**config.mk**
```make
export PLATFORM = sky130hd
export DESIGN_NAME = xgmii_loopback_chan
export DESIGN_NICKNAME = d
export VERILOG_FILES = /design/src/rtl/xgmii_lb_pkg.sv /design/src/rtl/xgmii_lb_lane_ch.sv /design/src/rtl/xgmii_loopback_chan.sv
export SDC_FILE = /design/constraint.sdc
export NUM_CORES = 2
export LEC_CHECK = 0
export CORE_ASPECT_RATIO = 0.9
export CORE_MARGIN = 10
export CORE_UTILIZATION = 30
export DETAILED_ROUTE_END_ITERATION = 16
export GPL_TIMING_DRIVEN = 0
export PLACE_DENSITY_LB_ADDON = 0.08
export SYNTH_ARGS = -nofsm -noshare
export SYNTH_HDL_FRONTEND = slang
export SYNTH_SLANG_ARGS = --single-unit
```
**constraint.sdc**
```tcl
create_clock -name clk_156m25 -period 4.47 [get_ports clk_156m25]
set_input_delay 0.894 -clock clk_156m25 [delete_from_list [all_inputs] [get_ports clk_156m25]]
set_output_delay 0.894 -clock clk_156m25 [all_outputs]
set_load 0.01 [all_outputs]
```
**src/rtl/xgmii_lb_pkg.sv**
```systemverilog
`default_nettype none
// ============================================================================
// Module  : xgmii_lb_pkg
// Brief   : Shared types and XGMII control characters for the loopback channel.
// Rev     : 1.0  initial release
// ============================================================================
package xgmii_lb_pkg;

    typedef enum logic [1:0] {
        MODE_PASS = 2'd0,
        MODE_IDLE = 2'd1,
        MODE_LF   = 2'd2,
        MODE_ERR  = 2'd3
    } lb_mode_e;

    typedef enum logic [0:0] {
        ST_IDLE     = 1'b0,
        ST_IN_FRAME = 1'b1
    } lb_state_e;

    localparam logic [7:0] c_char_idle  = 8'h07;
    localparam logic [7:0] c_char_start = 8'hFB;
    localparam logic [7:0] c_char_term  = 8'hFD;
    localparam logic [7:0] c_char_err   = 8'hFE;
    localparam logic [7:0] c_char_seq   = 8'h9C;

    // One 4-lane local-fault ordered set; wider buses replicate it
    localparam logic [31:0] c_lf_word32 = {8'h01, 8'h00, 8'h00, c_char_seq};
    localparam logic [3:0]  c_lf_ctrl4  = 4'b0001;

endpackage
`default_nettype wire

```
**src/rtl/xgmii_lb_lane_ch.sv**
```systemverilog
`default_nettype none
// ============================================================================
// Module  : xgmii_lb_lane_ch
// Brief   : One loopback channel: frame FSM, error injector, delay line, stats.
// Rev     : 1.0  initial release
// ============================================================================
module xgmii_lb_lane_ch #(
    parameter int DATA_W    = 64,
    parameter int MAX_DELAY = 16,
    parameter int DLY_W     = $clog2(MAX_DELAY + 1),
    parameter int CNT_W     = 32
) (
    input  logic                clk,
    input  logic                rst,
    input  logic [1:0]          i_mode,
    input  logic [DLY_W-1:0]    i_delay,
    input  logic [15:0]         i_err_period,
    input  logic [DATA_W-1:0]   i_txd,
    input  logic [DATA_W/8-1:0] i_txc,
    output logic [DATA_W-1:0]   o_rxd,
    output logic [DATA_W/8-1:0] o_rxc,
    output logic [CNT_W-1:0]    o_frames,
    output logic [CNT_W-1:0]    o_err_inj,
    output logic                o_frame_active
);
    import xgmii_lb_pkg::*;

    localparam int c_lanes  = DATA_W / 8;
    localparam int c_ptr_w  = $clog2(MAX_DELAY);
    localparam int c_word_w = 2 + c_lanes + DATA_W;

    localparam logic [DATA_W-1:0]  c_idle_d  = {c_lanes{c_char_idle}};
    localparam logic [c_lanes-1:0] c_idle_c  = {c_lanes{1'b1}};
    localparam logic [DATA_W-1:0]  c_lf_d    = {(c_lanes/4){c_lf_word32}};
    localparam logic [c_lanes-1:0] c_lf_c    = {(c_lanes/4){c_lf_ctrl4}};
    localparam logic [DLY_W-1:0]   c_max_d   = DLY_W'(MAX_DELAY);
    localparam logic [CNT_W-1:0]   c_cnt_max = {CNT_W{1'b1}};

    lb_state_e            r_state;
    lb_state_e            w_state_nxt;
    lb_mode_e             r_mode;
    lb_mode_e             w_mode_eff;
    lb_mode_e             w_rd_mode;
    logic                 w_start;
    logic                 w_term;
    logic                 w_frame_done;
    logic [15:0]          r_idx;
    logic [15:0]          w_idx_nxt;
    logic                 r_inj_pend;
    logic                 w_inj_set;
    logic [CNT_W-1:0]     r_frames;
    logic [CNT_W-1:0]     r_err_inj;

    logic [DLY_W-1:0]     w_d;
    logic [DLY_W-1:0]     r_d_q;
    logic [DLY_W-1:0]     r_fill;
    logic [DLY_W-1:0]     w_fill_eff;
    logic                 w_valid;
    logic [c_ptr_w-1:0]   r_wr_ptr;
    logic [c_ptr_w-1:0]   w_rd_ptr;
    logic [c_word_w-1:0]  r_mem [MAX_DELAY];
    logic [c_word_w-1:0]  w_wr_word;
    logic [c_word_w-1:0]  w_rd_word;
    logic [DATA_W-1:0]    w_wr_txd;
    logic [c_lanes-1:0]   w_wr_txc;
    logic [DATA_W-1:0]    w_rd_txd;
    logic [c_lanes-1:0]   w_rd_txc;
    logic [DATA_W-1:0]    r_rxd;
    logic [c_lanes-1:0]   r_rxc;

    always_comb begin
        w_start = i_txc[0] && (i_txd[7:0] == c_char_start);
        w_term  = 1'b0;
        for (int i = 0; i < c_lanes; i++) begin
            if (i_txc[i] && (i_txd[8*i +: 8] == c_char_term)) begin
                w_term = 1'b1;
            end
        end
    end

    always_comb begin
        w_state_nxt  = r_state;
        w_frame_done = 1'b0;
        case (r_state)
            ST_IDLE: begin
                if (w_start) begin
                    if (w_term) begin
                        w_frame_done = 1'b1;
                    end else begin
                        w_state_nxt = ST_IN_FRAME;
                    end
                end
            end
            ST_IN_FRAME: begin
                if (w_term) begin
                    w_frame_done = 1'b1;
                    w_state_nxt  = ST_IDLE;
                end
            end
            default: w_state_nxt = ST_IDLE;
        endcase
    end

    // New mode is only accepted between frames, so a frame always completes
    always_comb begin
        w_mode_eff = r_mode;
        if ((r_state == ST_IDLE) && !w_start) begin
            w_mode_eff = lb_mode_e'(i_mode);
        end
        w_idx_nxt = (r_idx >= i_err_period) ? 16'd1 : r_idx + 16'd1;
        w_inj_set = (r_state == ST_IDLE) && w_start && !w_term &&
                    (r_mode == MODE_ERR) && (i_err_period != 16'd0) &&
                    (w_idx_nxt == i_err_period);
    end

    always_ff @(posedge clk) begin
        if (rst) begin
            r_state    <= ST_IDLE;
            r_mode     <= MODE_PASS;
            r_idx      <= '0;
            r_inj_pend <= 1'b0;
            r_frames   <= '0;
            r_err_inj  <= '0;
        end else begin
            r_state    <= w_state_nxt;
            r_mode     <= w_mode_eff;
            r_inj_pend <= w_inj_set;
            if (w_start) begin
                r_idx <= w_idx_nxt;
            end
            if (w_frame_done && (r_frames != c_cnt_max)) begin
                r_frames <= r_frames + CNT_W'(1);
            end
            if (r_inj_pend && (r_err_inj != c_cnt_max)) begin
                r_err_inj <= r_err_inj + CNT_W'(1);
            end
        end
    end

    // The mode travels through the delay line with its data word
    always_comb begin
        w_d        = (i_delay > c_max_d) ? c_max_d : i_delay;
        w_fill_eff = (w_d != r_d_q) ? '0 : r_fill;
        w_valid    = (w_fill_eff >= w_d);
        w_wr_txd   = r_inj_pend ? {i_txd[DATA_W-1:8], c_char_err} : i_txd;
        w_wr_txc   = r_inj_pend ? {i_txc[c_lanes-1:1], 1'b1} : i_txc;
        w_wr_word  = {w_mode_eff, w_wr_txc, w_wr_txd};
        w_rd_ptr   = r_wr_ptr - w_d[c_ptr_w-1:0];
        w_rd_word  = (w_d == '0) ? w_wr_word : r_mem[w_rd_ptr];
        w_rd_mode  = lb_mode_e'(w_rd_word[c_word_w-1 -: 2]);
        w_rd_txc   = w_rd_word[DATA_W +: c_lanes];
        w_rd_txd   = w_rd_word[DATA_W-1:0];
    end

    always_ff @(posedge clk) begin
        r_mem[r_wr_ptr] <= w_wr_word;
    end

    always_ff @(posedge clk) begin
        if (rst) begin
            r_wr_ptr <= '0;
            r_fill   <= '0;
            r_d_q    <= '0;
            r_rxd    <= c_idle_d;
            r_rxc    <= c_idle_c;
        end else begin
            r_wr_ptr <= r_wr_ptr + c_ptr_w'(1);
            r_d_q    <= w_d;
            r_fill   <= (w_fill_eff < c_max_d) ? w_fill_eff + DLY_W'(1) : w_fill_eff;
            if (!w_valid) begin
                r_rxd <= c_idle_d;
                r_rxc <= c_idle_c;
            end else begin
                case (w_rd_mode)
                    MODE_IDLE: begin
                        r_rxd <= c_idle_d;
                        r_rxc <= c_idle_c;
                    end
                    MODE_LF: begin
                        r_rxd <= c_lf_d;
                        r_rxc <= c_lf_c;
                    end
                    default: begin
                        r_rxd <= w_rd_txd;
                        r_rxc <= w_rd_txc;
                    end
                endcase
            end
        end
    end

    assign o_rxd          = r_rxd;
    assign o_rxc          = r_rxc;
    assign o_frames       = r_frames;
    assign o_err_inj      = r_err_inj;
    assign o_frame_active = (r_state == ST_IN_FRAME);

endmodule
`default_nettype wire

```
**src/rtl/xgmii_loopback_chan.sv**
```systemverilog
`default_nettype none
// ============================================================================
// Module  : xgmii_loopback_chan
// Brief   : Multi-channel XGMII tx-to-rx loopback with delay, modes and stats.
// Rev     : 1.0  initial release
// ============================================================================
module xgmii_loopback_chan #(
    parameter int NUM_CH    = 1,
    parameter int DATA_W    = 64,
    parameter int MAX_DELAY = 16,
    parameter int DLY_W     = $clog2(MAX_DELAY + 1),
    parameter int CNT_W     = 32
) (
    input  logic                       clk_156m25,
    input  logic                       reset_156m25,
    input  logic [2*NUM_CH-1:0]        cfg_mode,
    input  logic [DLY_W*NUM_CH-1:0]    cfg_delay,
    input  logic [16*NUM_CH-1:0]       cfg_err_period,
    input  logic [DATA_W*NUM_CH-1:0]   xgmii_txd,
    input  logic [DATA_W/8*NUM_CH-1:0] xgmii_txc,
    output logic [DATA_W*NUM_CH-1:0]   xgmii_rxd,
    output logic [DATA_W/8*NUM_CH-1:0] xgmii_rxc,
    output logic [CNT_W*NUM_CH-1:0]    stat_frames,
    output logic [CNT_W*NUM_CH-1:0]    stat_err_inj,
    output logic [NUM_CH-1:0]          frame_active
);
    import xgmii_lb_pkg::*;

    localparam int c_lanes = DATA_W / 8;

    generate
        for (genvar ch = 0; ch < NUM_CH; ch++) begin : g_ch
            xgmii_lb_lane_ch #(
                .DATA_W    (DATA_W),
                .MAX_DELAY (MAX_DELAY),
                .DLY_W     (DLY_W),
                .CNT_W     (CNT_W)
            ) u_ch (
                .clk            (clk_156m25),
                .rst            (reset_156m25),
                .i_mode         (cfg_mode[2*ch +: 2]),
                .i_delay        (cfg_delay[DLY_W*ch +: DLY_W]),
                .i_err_period   (cfg_err_period[16*ch +: 16]),
                .i_txd          (xgmii_txd[DATA_W*ch +: DATA_W]),
                .i_txc          (xgmii_txc[c_lanes*ch +: c_lanes]),
                .o_rxd          (xgmii_rxd[DATA_W*ch +: DATA_W]),
                .o_rxc          (xgmii_rxc[c_lanes*ch +: c_lanes]),
                .o_frames       (stat_frames[CNT_W*ch +: CNT_W]),
                .o_err_inj      (stat_err_inj[CNT_W*ch +: CNT_W]),
                .o_frame_active (frame_active[ch])
            );
        end
    endgenerate

endmodule
`default_nettype wire
```
Word level (Yosys, flattened, before mapping)
Memory sizes are Yosys's and may differ from the RTL's.
Index checks and enable logic that the tools add are counted.
{"block": "totals", "reg_bits": 170, "mem_bits_rw": 1184, "inputBits": 97, "out_inout_bits": 137, "wordCells": 86, "memories": 1}
{"name": "g_ch[0].u_ch.r_mem", "depth": 16, "word_bits": 74, "read_ports": 1, "rd_ports_with_merged_regs": 0, "write_ports": 1, "line_no": "xgmii_lb_lane_ch.sv:61", "text": "logic [c_word_w-1:0] r_mem [MAX_DELAY];"}
{"block": "classes", "n_addsub": 6, "magnitude_cmp": 4, "n_eq_ne": 16, "muxes": 24, "bitwise_logic": 2, "n_reduce_logical": 22}
{"operator": "64-bit case mux with 2 select lines", "n": 1}
{"operator": "74-bit 2-to-1 mux", "n": 1}
{"operator": "8-bit equality test, second input constant", "n": 9}
{"operator": "32-bit by 1-bit adder with 32-bit output, second input constant", "n": 2}
{"operator": "32-bit inequality test, second input constant", "n": 2}
{"operator": "1-bit logical AND", "n": 17}
{"operator": "16-bit by 1-bit adder with 16-bit output, second input constant", "n": 1}
{"operator": "16-bit equality test", "n": 1}
{"operator": "16-bit >= comparator", "n": 1}
{"operator": "16-bit 2-to-1 mux", "n": 1}
{"operator": "8-bit case mux with 2 select lines", "n": 1}
{"operator": "16-bit nonzero test", "n": 1}
{"operator": "5-bit 2-to-1 mux", "n": 3}
{"operator": "1-bit 2-to-1 mux", "n": 13}
{"operator": "8-bit 2-to-1 mux", "n": 1}
{"operator": "5-bit by 1-bit adder with 5-bit output, second input constant", "n": 1}
{"operator": "5-bit >= comparator", "n": 1}
{"operator": "5-bit > comparator, second input constant", "n": 1}
{"operator": "5-bit zero test", "n": 1}
{"operator": "5-bit < comparator, second input constant", "n": 1}
{"operator": "5-bit inequality test", "n": 1}
{"operator": "4-bit by 1-bit adder with 4-bit output, second input constant", "n": 1}
{"operator": "2-bit equality test, second input constant", "n": 2}
{"operator": "1-bit case mux with 2 select lines", "n": 2}
{"operator": "other kinds (6)", "n": 8}

Longest topological paths before layout
{"block": "logic_depth", "ltp_word": 15, "ltp_mapped": 18, "ltp_nobuf": 14}

Least setup slack after synthesis
OpenSTA, ideal clock, no wires.
{"block": "synth_path", "path_type": "in2reg", "startpoint": "input port cfg_delay[0]", "endpoint": "register g_ch[0].u_ch.r_rxc[1]", "setup_time_ps": 132, "t_arrival_ps": 4544, "required_time_ps": 4338, "slack_ps": -206, "stages": 17, "n_path_buf": 5, "cell_sequence": "nor2b_1 > ha_1 > fa_1 > clkbuf_1 > clkbuf_1 > buf_1 > mux4_2 > nand2_1 > nand3_1 > nand3_1 > o21ai_0 > ha_1 > inv_1 > clkbuf_1 > a211oi_1 > clkbuf_1 > o21ai_0"}
{"block": "synth_via", "elab_chain_cells": 7, "elab_cells_between_ends": 14, "classes_between": "1 x add/sub; 2 x order compare; 3 x eq/ne; 4 x mux; 1 x bitwise; 2 x reduce/logical; 1 x memory"}
{"item": "start, declared", "line_no": "xgmii_loopback_chan.sv:17", "text": "input logic [DLY_W*NUM_CH-1:0] cfg_delay,"}
{"item": "5-bit > comparator", "line_no": "xgmii_lb_lane_ch.sv:142", "text": "w_d = (i_delay > c_max_d) ? c_max_d : i_delay;"}
{"item": "5-bit 2-to-1 mux (*)", "line_no": "xgmii_lb_lane_ch.sv:142"}
{"item": "4-bit subtractor or 5-bit inequality test (tied branches)", "line_no": "xgmii_lb_lane_ch.sv:148, xgmii_lb_lane_ch.sv:143"}
{"item": "memory read 16 x 74 bit or 5-bit 2-to-1 mux (tied branches)"}
{"item": "74-bit 2-to-1 mux or 5-bit >= comparator (tied branches)", "line_no": "xgmii_lb_lane_ch.sv:149, xgmii_lb_lane_ch.sv:144"}
{"item": "2-bit equality test, or another cell as far along", "line_no": "xgmii_lb_lane_ch.sv:174", "text": "case (w_rd_mode)"}
{"item": "8-bit case mux with 2 select lines or 2-bit OR reduction (tied branches)"}
{"item": "end signal, assigned", "line_no": "xgmii_lb_lane_ch.sv:172", "text": "r_rxc <= c_idle_c;"}
{"item": "end signal, assigned", "line_no": "xgmii_lb_lane_ch.sv:177", "text": "r_rxc <= c_idle_c;"}
{"item": "end signal, assigned", "line_no": "xgmii_lb_lane_ch.sv:181", "text": "r_rxc <= c_lf_c;"}
{"item": "end, declared", "line_no": "xgmii_lb_lane_ch.sv:69", "text": "logic [c_lanes-1:0] r_rxc;"}
Mark *: on every way between the ends. The rest lies on a longest branch, timed or not.
A chain may end at the register's enable or synchronous reset.

Worst setup path after layout
{"block": "layout_path", "startpoint": "input port cfg_delay[2]", "endpoint": "register g_ch[0].u_ch.r_rxd[35]"}
{"block": "layout_via", "elab_chain_cells": 7, "elab_cells_between_ends": 14, "classes_between": "1 x add/sub; 2 x order compare; 3 x eq/ne; 4 x mux; 1 x bitwise; 2 x reduce/logical; 1 x memory"}
{"item": "5-bit > comparator", "line_no": "xgmii_lb_lane_ch.sv:142"}
{"item": "5-bit 2-to-1 mux (*)", "line_no": "xgmii_lb_lane_ch.sv:142"}
{"item": "4-bit subtractor or 5-bit inequality test (tied branches)", "line_no": "xgmii_lb_lane_ch.sv:148, xgmii_lb_lane_ch.sv:143"}
{"item": "memory read 16 x 74 bit or 5-bit 2-to-1 mux (tied branches)"}
{"item": "74-bit 2-to-1 mux or 5-bit >= comparator (tied branches)", "line_no": "xgmii_lb_lane_ch.sv:149, xgmii_lb_lane_ch.sv:144"}
{"item": "2-bit equality test, or another cell as far along", "line_no": "xgmii_lb_lane_ch.sv:174"}
{"item": "64-bit case mux with 2 select lines or 2-bit OR reduction (tied branches)"}
{"item": "end signal, assigned", "line_no": "xgmii_lb_lane_ch.sv:171", "text": "r_rxd <= c_idle_d;"}
{"item": "end signal, assigned", "line_no": "xgmii_lb_lane_ch.sv:176", "text": "r_rxd <= c_idle_d;"}
{"item": "end signal, assigned", "line_no": "xgmii_lb_lane_ch.sv:180", "text": "r_rxd <= c_lf_d;"}
{"item": "end, declared", "line_no": "xgmii_lb_lane_ch.sv:68", "text": "logic [DATA_W-1:0] r_rxd;"}
Marks and branches as above.

==> flow_summary.yaml <==
status:
  outcome: "complete, no violations"
yosys:
  syn-instance-count: 3131
  yosysSeqAreaShare: 0.731
  syn_area_per_cell_um2: 17.0
  synth_area_um2: 53300
  synthDistinctLibCells: 61
  synth_nets: 3263
  synth-seq-cells: 1354
  synthTopCellsByArea: "edfxtp_1, mux4_2, dfxtp_1, nand2_1, nand3_1"
  yosysWarnings: 0
  synth.top_cell.area_share: 0.667
  yosysTopAreaCell: "edfxtp_1"
  synth_ff_type: "edfxtp_1"
  ys_async_sr_fraction: 0
  synth_edf_count: 1184
cts:
  clock_path_buffers: 3
  cts_root_buffer: "clkbuf_16"
  ctsHtreeMaxLevel: 4
  tritoncts: "yes"
  clkTransAtPathRegs_ps: 60
  insertion_delay_ps: 770
  clock-sinks: 1354
  cts_hold_buf: 0
  cts_buffers: 152
sta:
  worst_slack_ps: 36.4
  slew-limit-headroom: 0.162
  grt_setup_unrepaired: "false"
  holdWs_ps: 483
  clock_skew_ps: 28.7
  slew_viol_final: 0
  post-route-min-period_ps: 4430
  tightest_slew_ps: 1260
  max_freq_ghz: 0.226
  fin_crit_sh: 0.992
  setup-tns-final_ps: 0
  hold_viol: 0
  setup_viol_count_final: 0
finish:
  area_growth_pct: 21.5
  num-nets-final: 3688
  stdcell_count: 6048
  final_util: 0.367
  final_cell_mix: "edfxtp_1, nand2_1, mux4_2"
  final_layout_size_suffix_gt1_frac: 0.180
  final_common_cell: "edfxtp_1"
worst_setup_path:
  crit_path_max_incr_delay_ps: 600
  reg2reg_from: "g_ch[0].u_ch.r_wr_ptr[0]"
  cpLargestDelayFamily: "simple AND/OR/NAND/NOR gates"
  cp.required_ps: 5080
  crit_type: "input port to flip-flop"
  path_max_fanout: 10
  critPathLaunchType: "input port"
  crit_arrival_ps: 5040
  timing.critical_path.buf_inv: 2
  slowest_stage: "clkdlybuf4s50_1"
  critPathCaptureType: "flip-flop"
  crit_chain: "clkdlybuf4s50_1 > nand2_1 > xnor2_1 > nor4_4 > nand2_1 > ha_1 > nand2b_1 > a21o_1 > a21o_1 > a21o_1 > a21oi_4 > nor2_1 > nand2_1 > clkbuf_4 > o21ai_0"
  critPathLaunch: "cfg_delay[2]"
drt:
  drcViolationCount: 0
  viasPerCell: 4.98
  drtAntennaViolNets: 0
  wire_per_inst_um: 27.4
  routed_wl_um: 166000
  drt_iter0_drc: 2324
  vias: 30140
  dr.pass1.iters: 7
die:
  initial_utilization: 0.302
  num_rows: 146
  fp.dieW_um: 464
  die_h_um: 420
  ios: 234
  coreArea_um2: 176000
  die_area_um2: 195000
placed_design:
  dp.cells: 5759
  portBuffers: 233
  place_hpwl_um: 107000
  preCtsSetupSlack_ps: -4070
  gp_congestion: 0.791
grt:
  grt_pass1_wl_um: 236000
  overflow: 0
  antenna_found_initial: 19
  grt_pass1_vias: 32147
  track_usage: 0.167
  grt_max_degree: 43
hold_path:
  hp-class: "flip-flop to flip-flop"
  hp-start: "g_ch[0].u_ch.r_fill[2]"
pwr:
  power.density_nw_per_um2: 479
  vdd_drop_max_mv: 0.344
  cellLeakagePower_nw: 21.1
flow_run:
  cap_violations: 0
## power by group
group	internal (mW)	switching, mW
registers	14.1	0.0708
clock network	7.47	5.16
logic	1.57	2.63
total	23.1	7.86
## Yosys cell counts, types with 11 or more instances
library cell and instances:
buf_2 18, and3_1 51, nand4_1 36, nor2_1 105, mux4_2 296, and4_1 12
nand2_1 398, or2_2 11, ha_1 34, and2_1 20, xnor2_1 33, inv_1 39
edfxtp_1 1184, o21ai_0 58, nor2b_1 11, nor4_1 16, nand3_1 230, xor2_1 55
buf_1 30, dfxtp_1 170, clkbuf_1 115, a21oi_1 103, or3_1 13, nor3_1 25
## worst paths after layout
check,to,slack [ps],depth (start not counted)
worst min register to register,g_ch[0].u_ch.r_fill[4],480,2
worst max register to register,g_ch[0].u_ch.o_rxc[7],400,17
worst max-delay path,g_ch[0].u_ch.o_rxd[35],40,15
worst min-delay path,g_ch[0].u_ch.r_fill[4],480,2
## layer usage
metal  GRT usage  up-vias  wire [um]
met5           0        -         51
met4      0.0402        8       3330
met3      0.0312      222       8200
met2       0.274      795      78800
met1       0.229    15998      75400
li1            -    13117          -
## final cells by class
class / count / area, um2
buffer: 164 / 793
clock inverter: 79 / 771
clock buffer: 198 / 4260
inverter: 39 / 150
antenna: 1 / 2.50
multi-input combinational: 1572 / 13800
sequential: 1354 / 39000
fill: 16452 / 112000
timing repair buffer: 273 / 3080
tap: 2368 / 2960
## cell families after synthesis
| kind of cell | count (synthesis) | synth area share |
|---|---|---|
| multiplexers | 301 | 0.126 |
| XOR/XNOR | 88 | 0.0145 |
| adder cells (fa/ha/maj) | 35 | 0.00836 |
| buffers and inverters | 205 | 0.0152 |
| flip-flops | 1354 | 0.731 |
| AO/OA/AOI/OAI | 199 | 0.0212 |
| AND/OR/NAND/NOR | 949 | 0.0840 |
## through the flow
stage | cell area, um2 | power [mW]
after detailed placement | 59300 | 18.6
final | 64800 | 31.0
after floorplan | 53300 | 16.7
after CTS | 64700 | 31.4
after global routing | 64700 | 32.2
after global placement | 58600 | 18.6
## what timing repair did
action / in CTS / in global routing
endpoints found under the setup margin: 115 / 66
buffers inserted: 13 / 0
pin swaps: 5 / 2
resized for setup: 76 / 17
## worst reg2reg max path: cells and delay by family (launching register included)
| kind | cells | cell delay, ps |
|---|---|---|
| buffers and inverters | 7 | 1250 |
| adder cells (fa/ha/maj) | 3 | 1220 |
| AO/OA/AOI/OAI | 3 | 490 |
| flip-flops | 1 | 400 |
| multiplexers | 1 | 320 |
| AND/OR/NAND/NOR | 3 | 260 |
## sequential cells by signal, summed over array words and instances, names as in the netlist
| name | flops |
|---|---|
| g_ch.u_ch.r_mem | 1184 |
| g_ch.u_ch.o_rxd | 64 |
| g_ch.u_ch.o_err_inj | 32 |
| g_ch.u_ch.o_frames | 32 |
| g_ch.u_ch.r_idx | 16 |
| g_ch.u_ch.o_rxc | 8 |
| g_ch.u_ch.r_d_q | 5 |
| g_ch.u_ch.r_fill | 5 |
| g_ch.u_ch.r_wr_ptr | 4 |
| g_ch.u_ch.r_mode | 2 |
| g_ch.u_ch.o_frame_active | 1 |
| g_ch.u_ch.r_inj_pend | 1 |
Note: power is estimated with default switching activity, not from simulation.
